--- src/rtl/prs_pkg.sv ---
// -----------------------------------------------------------------------------
// prs_pkg
// Shared constants for the parametrised ring/shift register family:
//   - mode encodings applied to the 2-bit mode select
//   - shift direction encodings
// -----------------------------------------------------------------------------
package prs_pkg;

    localparam logic [1:0] MODE_HOLD    = 2'b00;
    localparam logic [1:0] MODE_SHIFT   = 2'b01;
    localparam logic [1:0] MODE_RING    = 2'b10;
    localparam logic [1:0] MODE_JOHNSON = 2'b11;

    localparam logic DIR_RIGHT = 1'b0;
    localparam logic DIR_LEFT  = 1'b1;

endpackage : prs_pkg

--- src/rtl/step_period_counter.sv ---
// -----------------------------------------------------------------------------
// step_period_counter
// Counts executed steps of a sequencer and emits a one-cycle registered pulse
// on the step that completes a period.
// Ports:
//   clk    in   rising-edge clock
//   reset  in   synchronous active-high reset (count=0, wrap=0)
//   clr    in   discard the current count; a step in the same cycle counts as 1
//   step   in   an executed step happens this cycle
//   period in   period length in steps (must be >= 2)
//   wrap   out  registered pulse, high after the step that completes the period
// -----------------------------------------------------------------------------
module step_period_counter #(
    parameter int CNT_W = 3
) (
    input  logic             clk,
    input  logic             reset,
    input  logic             clr,
    input  logic             step,
    input  logic [CNT_W:0]   period,
    output logic             wrap
);

    logic [CNT_W-1:0] r_cnt;
    logic             r_wrap;
    logic [CNT_W-1:0] w_base;
    logic             w_last;

    // Count the step on top of a cleared value when clr is asserted alongside it.
    always_comb begin
        w_base = {CNT_W{1'b0}};
        if (clr) begin
            w_base = {CNT_W{1'b0}};
        end else begin
            w_base = r_cnt;
        end
        w_last = ({1'b0, w_base} == (period - {{CNT_W{1'b0}}, 1'b1}));
    end

    // Step counter and period-complete pulse.
    always_ff @(posedge clk) begin
        if (reset) begin
            r_cnt  <= {CNT_W{1'b0}};
            r_wrap <= 1'b0;
        end else if (step) begin
            if (w_last) begin
                r_cnt  <= {CNT_W{1'b0}};
                r_wrap <= 1'b1;
            end else begin
                r_cnt  <= w_base + {{(CNT_W-1){1'b0}}, 1'b1};
                r_wrap <= 1'b0;
            end
        end else begin
            r_cnt  <= w_base;
            r_wrap <= 1'b0;
        end
    end

    assign wrap = r_wrap;

endmodule : step_period_counter

--- src/rtl/param_ring_shift_reg.sv ---
// -----------------------------------------------------------------------------
// param_ring_shift_reg
// WIDTH-bit register with run-time mode: hold, serial shift, ring rotate and
// Johnson (twisted ring), plus direction control, parallel load, ring
// self-start from all-zero and a registered period-complete pulse.
// Ports:
//   clk      in   rising-edge clock
//   reset    in   synchronous active-high reset
//   en       in   step enable
//   mode     in   00 HOLD, 01 SHIFT, 10 RING, 11 JOHNSON
//   dir      in   0 right (toward LSB), 1 left (toward MSB)
//   ser_in   in   serial input bit (SHIFT mode)
//   load     in   parallel load strobe (overrides en/mode)
//   par_in   in   parallel load value
//   out      out  register contents
//   ser_out  out  bit leaving the register in the current direction
//   wrap     out  one-cycle pulse when a full period completes
// -----------------------------------------------------------------------------
module param_ring_shift_reg
    import prs_pkg::*;
#(
    parameter int               WIDTH = 4,
    parameter logic [WIDTH-1:0] SEED  = {{(WIDTH-1){1'b0}}, 1'b1}
) (
    input  logic             clk,
    input  logic             reset,
    input  logic             en,
    input  logic [1:0]       mode,
    input  logic             dir,
    input  logic             ser_in,
    input  logic             load,
    input  logic [WIDTH-1:0] par_in,
    output logic [WIDTH-1:0] out,
    output logic             ser_out,
    output logic             wrap
);

    localparam int               CNT_W    = $clog2(2 * WIDTH);
    localparam logic [CNT_W:0]   PER_NORM = (CNT_W + 1)'(WIDTH);
    localparam logic [CNT_W:0]   PER_JOHN = (CNT_W + 1)'(2 * WIDTH);

    logic [WIDTH-1:0] r_out;
    logic [1:0]       r_mode_q;
    logic             w_ser_out;
    logic             w_feed;
    logic             w_self_start;
    logic             w_step;
    logic             w_clr;
    logic [CNT_W:0]   w_period;
    logic [WIDTH-1:0] w_next;

    // Feed bit, step qualification and shifted value.
    always_comb begin
        w_ser_out = (dir == DIR_LEFT) ? r_out[WIDTH-1] : r_out[0];
        case (mode)
            MODE_SHIFT:   w_feed = ser_in;
            MODE_RING:    w_feed = w_ser_out;
            MODE_JOHNSON: w_feed = ~w_ser_out;
            default:      w_feed = 1'b0;
        endcase
        // An all-zero ring would rotate zeros forever; inject SEED instead.
        w_self_start = en && (mode == MODE_RING) && (r_out == {WIDTH{1'b0}});
        w_step       = !load && en && (mode != MODE_HOLD) && !w_self_start;
        // Any re-seeding of the register or a mode switch restarts the period.
        w_clr        = load || w_self_start || (mode != r_mode_q);
        w_period     = (mode == MODE_JOHNSON) ? PER_JOHN : PER_NORM;
        if (dir == DIR_LEFT) begin
            w_next = {r_out[WIDTH-2:0], w_feed};
        end else begin
            w_next = {w_feed, r_out[WIDTH-1:1]};
        end
    end

    // Register contents: reset > load > self-start > step > hold.
    always_ff @(posedge clk) begin
        if (reset) begin
            r_out <= {WIDTH{1'b0}};
        end else if (load) begin
            r_out <= par_in;
        end else if (w_self_start) begin
            r_out <= SEED;
        end else if (w_step) begin
            r_out <= w_next;
        end else begin
            r_out <= r_out;
        end
    end

    // Previous-cycle mode, used to detect a mode switch.
    always_ff @(posedge clk) begin
        if (reset) begin
            r_mode_q <= MODE_HOLD;
        end else begin
            r_mode_q <= mode;
        end
    end

    step_period_counter #(
        .CNT_W (CNT_W)
    ) u_counter (
        .clk    (clk),
        .reset  (reset),
        .clr    (w_clr),
        .step   (w_step),
        .period (w_period),
        .wrap   (wrap)
    );

    assign out     = r_out;
    assign ser_out = w_ser_out;

endmodule : param_ring_shift_reg

--- config.mk ---
export PLATFORM = sky130hd
export DESIGN_NAME = param_ring_shift_reg
export DESIGN_NICKNAME = d
export VERILOG_FILES = /design/src/rtl/prs_pkg.sv /design/src/rtl/step_period_counter.sv /design/src/rtl/param_ring_shift_reg.sv
export SDC_FILE = /design/constraint.sdc
export NUM_CORES = 1
export LEC_CHECK = 0
export BUFFER_PORTS_ARGS = -buffer_cell sky130_fd_sc_hd__buf_2
export CAP_MARGIN = 0
export CORE_MARGIN = 5
export CORE_UTILIZATION = 45
export CTS_BUF_LIST = sky130_fd_sc_hd__clkbuf_16
export DETAILED_ROUTE_END_ITERATION = 8
export PLACE_DENSITY = 0.71
export SYNTH_ARGS = -nofsm -noshare
export SYNTH_HDL_FRONTEND = slang
export SYNTH_SLANG_ARGS = --single-unit
--- constraint.sdc ---
create_clock -name clk -period 2.9 [get_ports clk]
set_clock_uncertainty 0.15 [all_clocks]
set_input_delay 0 -clock clk [delete_from_list [all_inputs] [get_ports clk]]
set_output_delay 0 -clock clk [all_outputs]
set_load 0.1 [all_outputs]
**Word level (Yosys, flattened, before mapping)**

Index checks and enable logic that the tools add are counted.

- Flip-flop bits (word level): 10
- Bits of input ports: 12
- Output and inout port bits: 6
- Logic and storage cells: 37

- Add/sub/neg operators: 2
- Eq/ne operators: 5
- Mux-type cells: 11
- Bitwise gates (word level): 2
- Reductions and logical operators: 13

Operators with widths:

| kind | count |
|---|---|
| 4-bit 2-to-1 mux | 5 |
| 3-bit 2-to-1 mux | 3 |
| 1-bit logical AND | 5 |
| 2-bit equality test (second input constant) | 2 |
| 3-bit by 4-bit equality test with 1-bit output | 1 |
| 4-bit logical NOT | 1 |
| 4-bit by 1-bit subtractor with 4-bit output (second input constant) | 1 |
| 3-bit by 1-bit adder with 3-bit output (second input constant) | 1 |
| 1-bit one-hot mux with 3 select lines | 1 |
| 3-bit nonzero test | 1 |
| 2-bit by 1-bit equality test with 1-bit output (second input constant) | 1 |
| 1-bit logical NOT | 2 |
| 1-bit logical OR | 2 |
| 1-bit 2-to-1 mux | 2 |
| 2-bit inequality test | 1 |
| 1-bit inverter | 2 |
| 2-bit nonzero test | 1 |
| 2-bit OR reduction | 1 |

**Depth between registers and ports, before layout**

- Depth in word-level cells: 9
- Mapped depth: 8
- Gate-level depth less buffers: 7

**Cells and area by module**

A second synthesis with hierarchy kept.

- Cells, all modules: 81
- Area, all modules: 693.2 um^2

Modules (own cells, without submodules):

| module | instances | cells an instance | area an instance (um^2) | seq. area each (um^2) |
|---|---|---|---|---|
| param_ring_shift_reg | 1 | 50 | 416.6 | 120.1 |
| step_period_counter | 1 | 31 | 276.5 | 80.1 |

**Worst setup path after synthesis**

OpenSTA, ideal clock, no wires.

- Kind: register -> register
- From: register r_out[0] (netlist: out[0])
- To: register r_out[3] (netlist: out[3])
- Setup time: 0.086 ns
- Arrival time: 2.069 ns
- Required time: 2.664 ns
- Slack: 0.596 ns
- Stages on the path, launching flop included: 5
- Path buffers: 0
- Clock period less this slack: 2.304 ns
- Cell sequence: dfxtp_1 mux2_4 mux2i_1 o311ai_1 a211oi_1

- Cells in the longest elaborated chain, start to end: 7
- Elaborated cells between the ends (all ways): 12
- Classes of those cells: 6 x mux; 1 x bitwise; 5 x reduce/logical

Ends and longest elaborated chain:

| what | RTL line | source |
|---|---|---|
| start, declared | param_ring_shift_reg.sv:42 | `logic [WIDTH-1:0] r_out;` |
| start signal, assigned | param_ring_shift_reg.sv:77 | `r_out <= {WIDTH{1'b0}};` |
| start signal, assigned | param_ring_shift_reg.sv:79 | `r_out <= par_in;` |
| start signal, assigned | param_ring_shift_reg.sv:83 | `r_out <= w_next;` |
| 1-bit 2-to-1 mux (*) | param_ring_shift_reg.sv:54 | `w_ser_out = (dir == DIR_LEFT) ? r_out[WIDTH-1] : r_out[0];` |
| net ser_out | param_ring_shift_reg.sv:34 | `output logic ser_out,` |
| 1-bit inverter | param_ring_shift_reg.sv:58 | `MODE_JOHNSON: w_feed = ~w_ser_out;` |
| 1-bit one-hot mux with 3 select lines (*) | param_ring_shift_reg.sv:55 | `case (mode)` |
| 4-bit 2-to-1 mux (*) | param_ring_shift_reg.sv:67 | `if (dir == DIR_LEFT) begin` |
| 4-bit 2-to-1 mux (*) | param_ring_shift_reg.sv:82 | `end else if (w_step) begin` |
| 4-bit 2-to-1 mux (*) | param_ring_shift_reg.sv:80 | `end else if (w_self_start) begin` |
| 4-bit 2-to-1 mux (*) | param_ring_shift_reg.sv:78 | `end else if (load) begin` |

The timed path passes the listed nets; every way through them passes the cells marked *. The select of a mux whose other input is x is not followed.
A chain may end at the register's enable or synchronous reset.

**Worst setup path after layout**

- From: input mode[1]
- To: register r_out[2] (netlist: out[2])

- Cells in the longest elaborated chain, start to end: 6
- Elaborated cells between the ends (all ways): 10
- Classes of those cells: 1 x eq/ne; 2 x mux; 7 x reduce/logical

Ends and longest elaborated chain:

| what | RTL line | source |
|---|---|---|
| start, declared | param_ring_shift_reg.sv:28 | `input logic [1:0] mode,` |
| 2-bit equality test | param_ring_shift_reg.sv:62 | `w_self_start = en && (mode == MODE_RING) && (r_out == {WIDTH{1'b0}});` |
| 1-bit logical AND (2 in series) | param_ring_shift_reg.sv:62 |  |
| 1-bit logical NOT | param_ring_shift_reg.sv:63 | `w_step = !load && en && (mode != MODE_HOLD) && !w_self_start;` |
| 1-bit logical AND | param_ring_shift_reg.sv:63 |  |
| 3-bit nonzero test (no source line) | n/a |  |

Several ways; a longest one is shown, not always the timed one.

==> results.tsv <==
metric	value	unit
run_status	complete, no violations	
cts_buffers	3	
fin_crit	2077	ps
avgSynthCellArea	8.190	µm²
ys_seq_area_share	31.75	%
final_area	897.1	µm²
min_period_over_period	71.62	%
worstPathCellList	dlygate4sd3_1, buf_2, o21a_1, nor2_1, a211o_1, a21oi_1, dlygate4sd3_1	
final.setup.tns	0	ps
first_iter_violations	32	
wl_per_cell	13.52	µm
crit_type	in2reg	
synth_edf_count	0	
synthesis.area	630.6	µm²
antenna_found_initial	0	
cp.arrival	2100	ps
ant_nets	0	
cp_top_family	buffers and inverters	
setup_slack	822.9	ps
drt_wl_total	1.622	mm
num_antenna_cells	0	
switching_share	30.12	%
track_usage	18.10	%
hold_viol	0	
drv_cap	0	
cts_buffer_depth	2	
max_freq	0.4814	GHz
routabilityCongestion	0.7372	
final_cell_mix	17 x buf_2, 11 x dlygate4sd3_1, 10 x nand2_1, 10 x dfxtp_1, 7 x nor2_1	
cts_setup_buffers	0	
synth_async_sr_flop_share	0	%
synth-main-ff-cell	dfxtp_1	
clk_pin_slew	40	ps
worst-r2r-cell-count	7	
die_y	47.44	µm
grt.overflow.total	0	
seq_power_share	28.9	%
total_power	525.9	µW
slew-limit-headroom	67.82	%
critPathCaptureType	register	
cts-htree-levels	1	
crit_cells	7	
drc	0	
crit_required	2930	ps
crit_path_max_fanout	13	
cp_slowest_cell	dlygate4sd3_1	
power_density	586.2	mW/mm²
min_delay_path_depth	5	
drv_slew	0	
hpwl	1.078	mm
grt_pass1_wl	2.760	mm
cts_root_buf	clkbuf_16	
hp-class	in2reg	
peakVddDrop	0.0003238	V
final_common_cell	buf_2	
p_leak	0.0003932	µW
die-area	0.002250	mm²
avgViaCountPerCell	5.558	
finalCoreUtilization	68.09	%
synth.net_count	90	
io_buffers	17	
p_clk_share	46.9	%
critical_path_buf_inv_count	3	
clkLatencyLatePin	240	ps
syn_to_final_growth	42.26	%
rsz0062_at_grt	no	
start_util	47.86	%
tritoncts	yes	
firstDrtPassIters	4	
ys_ff_latch	10	
core-area	0.001318	mm²
nNetsFinal	119	
synth_cell_type_count	33	
ioPinCount	18	
cts_sinks	10	
p_int	367.5	µW
num_rows	13	
placed_area	708.2	µm²
slowest_delay	570	ps
vias	667	
n_fill_cell	109	
p_comb_share	24.2	%
start_kind	input pin	
worst_pin_slew	486.1	ps
crit_top_cell	dlygate4sd3_1	
setup_viol	0	
dp_slack	1123	ps
synth_cells	77	
first_global_vias	622	
drive_above_1_share	22.86	%
grt_max_degree	14	
die_width	47.44	µm
p_switching	158.4	µW
yosysWarnings	0	
[cell usage after synthesis, drive strengths merged (3+ instances only)]
cell / n / area, µm²
nand2: 10 / 37.54
nor2: 7 / 26.28
xnor2: 3 / 26.28
o21ai: 3 / 15.01
dfxtp: 10 / 200.2
nand3: 3 / 15.01
buf: 3 / 21.27
mux2i: 4 / 40.04
a21oi: 5 / 36.29
[routing by layer]
layer  up-vias  wire length [µm]  track usage [%]
li1        336                 -                -
met1       297               767            25.28
met2        29               693            23.53
met3         5               128            6.015
met4         0                33            11.05
met5         -                 0                0
[final timing paths]
check / start / end / slack, ps
max: mode[1] / out[2]$_SDFFE_PP0P_ / 820
min: par_in[0] / out[0]$_SDFFE_PP0P_ / 70
max reg2reg: r_mode_q[1]$_SDFF_PP0_ / u_counter.r_cnt[2]$_SDFF_PP0_ / 1080
min reg2reg: u_counter.r_cnt[1]$_SDFF_PP0_ / u_counter.r_cnt[1]$_SDFF_PP0_ / 320
[logic make-up after synthesis]
| group | Yosys count | synth area share, % |
|---|---|---|
| multiplexers | 5 | 8.730 |
| AND/OR/NAND/NOR | 34 | 27.38 |
| XOR/XNOR | 3 | 4.167 |
| AO/OA/AOI/OAI | 18 | 20.64 |
| buffers and inverters | 6 | 5.357 |
| adder cells (fa/ha/maj) | 1 | 1.984 |
| flip-flops | 10 | 31.75 |
[power by group through the flow]
| stage | Combinational [µW] | Clock (µW) | Sequential [µW] |
|---|---|---|---|
| 2_1_floorplan | 60.1 | 0 | 186 |
| 3_3_place_gp | 114 | 0 | 153 |
| 6_report | 127 | 247 | 152 |
| 4_1_cts | 127 | 249 | 152 |
| 5_1_grt | 137 | 259 | 152 |
| 3_5_place_dp | 114 | 0 | 154 |
[worst reg2reg max path, cell delays in order (launching register included)]
cell,delay [ps]
dfxtp_1,300
xnor2_1,320
and2_1,260
and3_1,180
ha_1,160
nand2_1,80
o211ai_1,160
a21oi_1,90
[cell type report]
type / count / area (µm²) / share of cell area, %
Clock buffer: 3 / 75.07 / 8.368
Clock inverter: 1 / 3.754 / 0.4184
Inverter: 2 / 7.507 / 0.8368
Multi-Input combinational cell: 61 / 396.6 / 44.21
Sequential cell: 10 / 200.2 / 22.32
Tap cell: 15 / 18.77 / 2.092
Timing Repair Buffer: 28 / 195.2 / 21.76
[stage by stage]
| step | hold WS [ps] | instances |
|---|---|---|
| CTS | 61.88 | 120 |
| finish | 70.14 | 120 |
| floorplan | -83.31 | 77 |
| global route | 114.9 | 120 |
| detailed placement | 103.1 | 105 |
| global placement | 91.86 | 105 |
[sequential cells by signal, summed over array words and instances, names as in the netlist]
name,cells
r_mode_q,2
u_counter.r_cnt,3
u_counter.wrap,1
out,4
[what timing repair did]
action                    4_1_cts  5_1_grt
resized for setup               0        0
hold buffers                   11        0
hold endpoints to repair        7        0
Power figures use the tool's default switching activity.
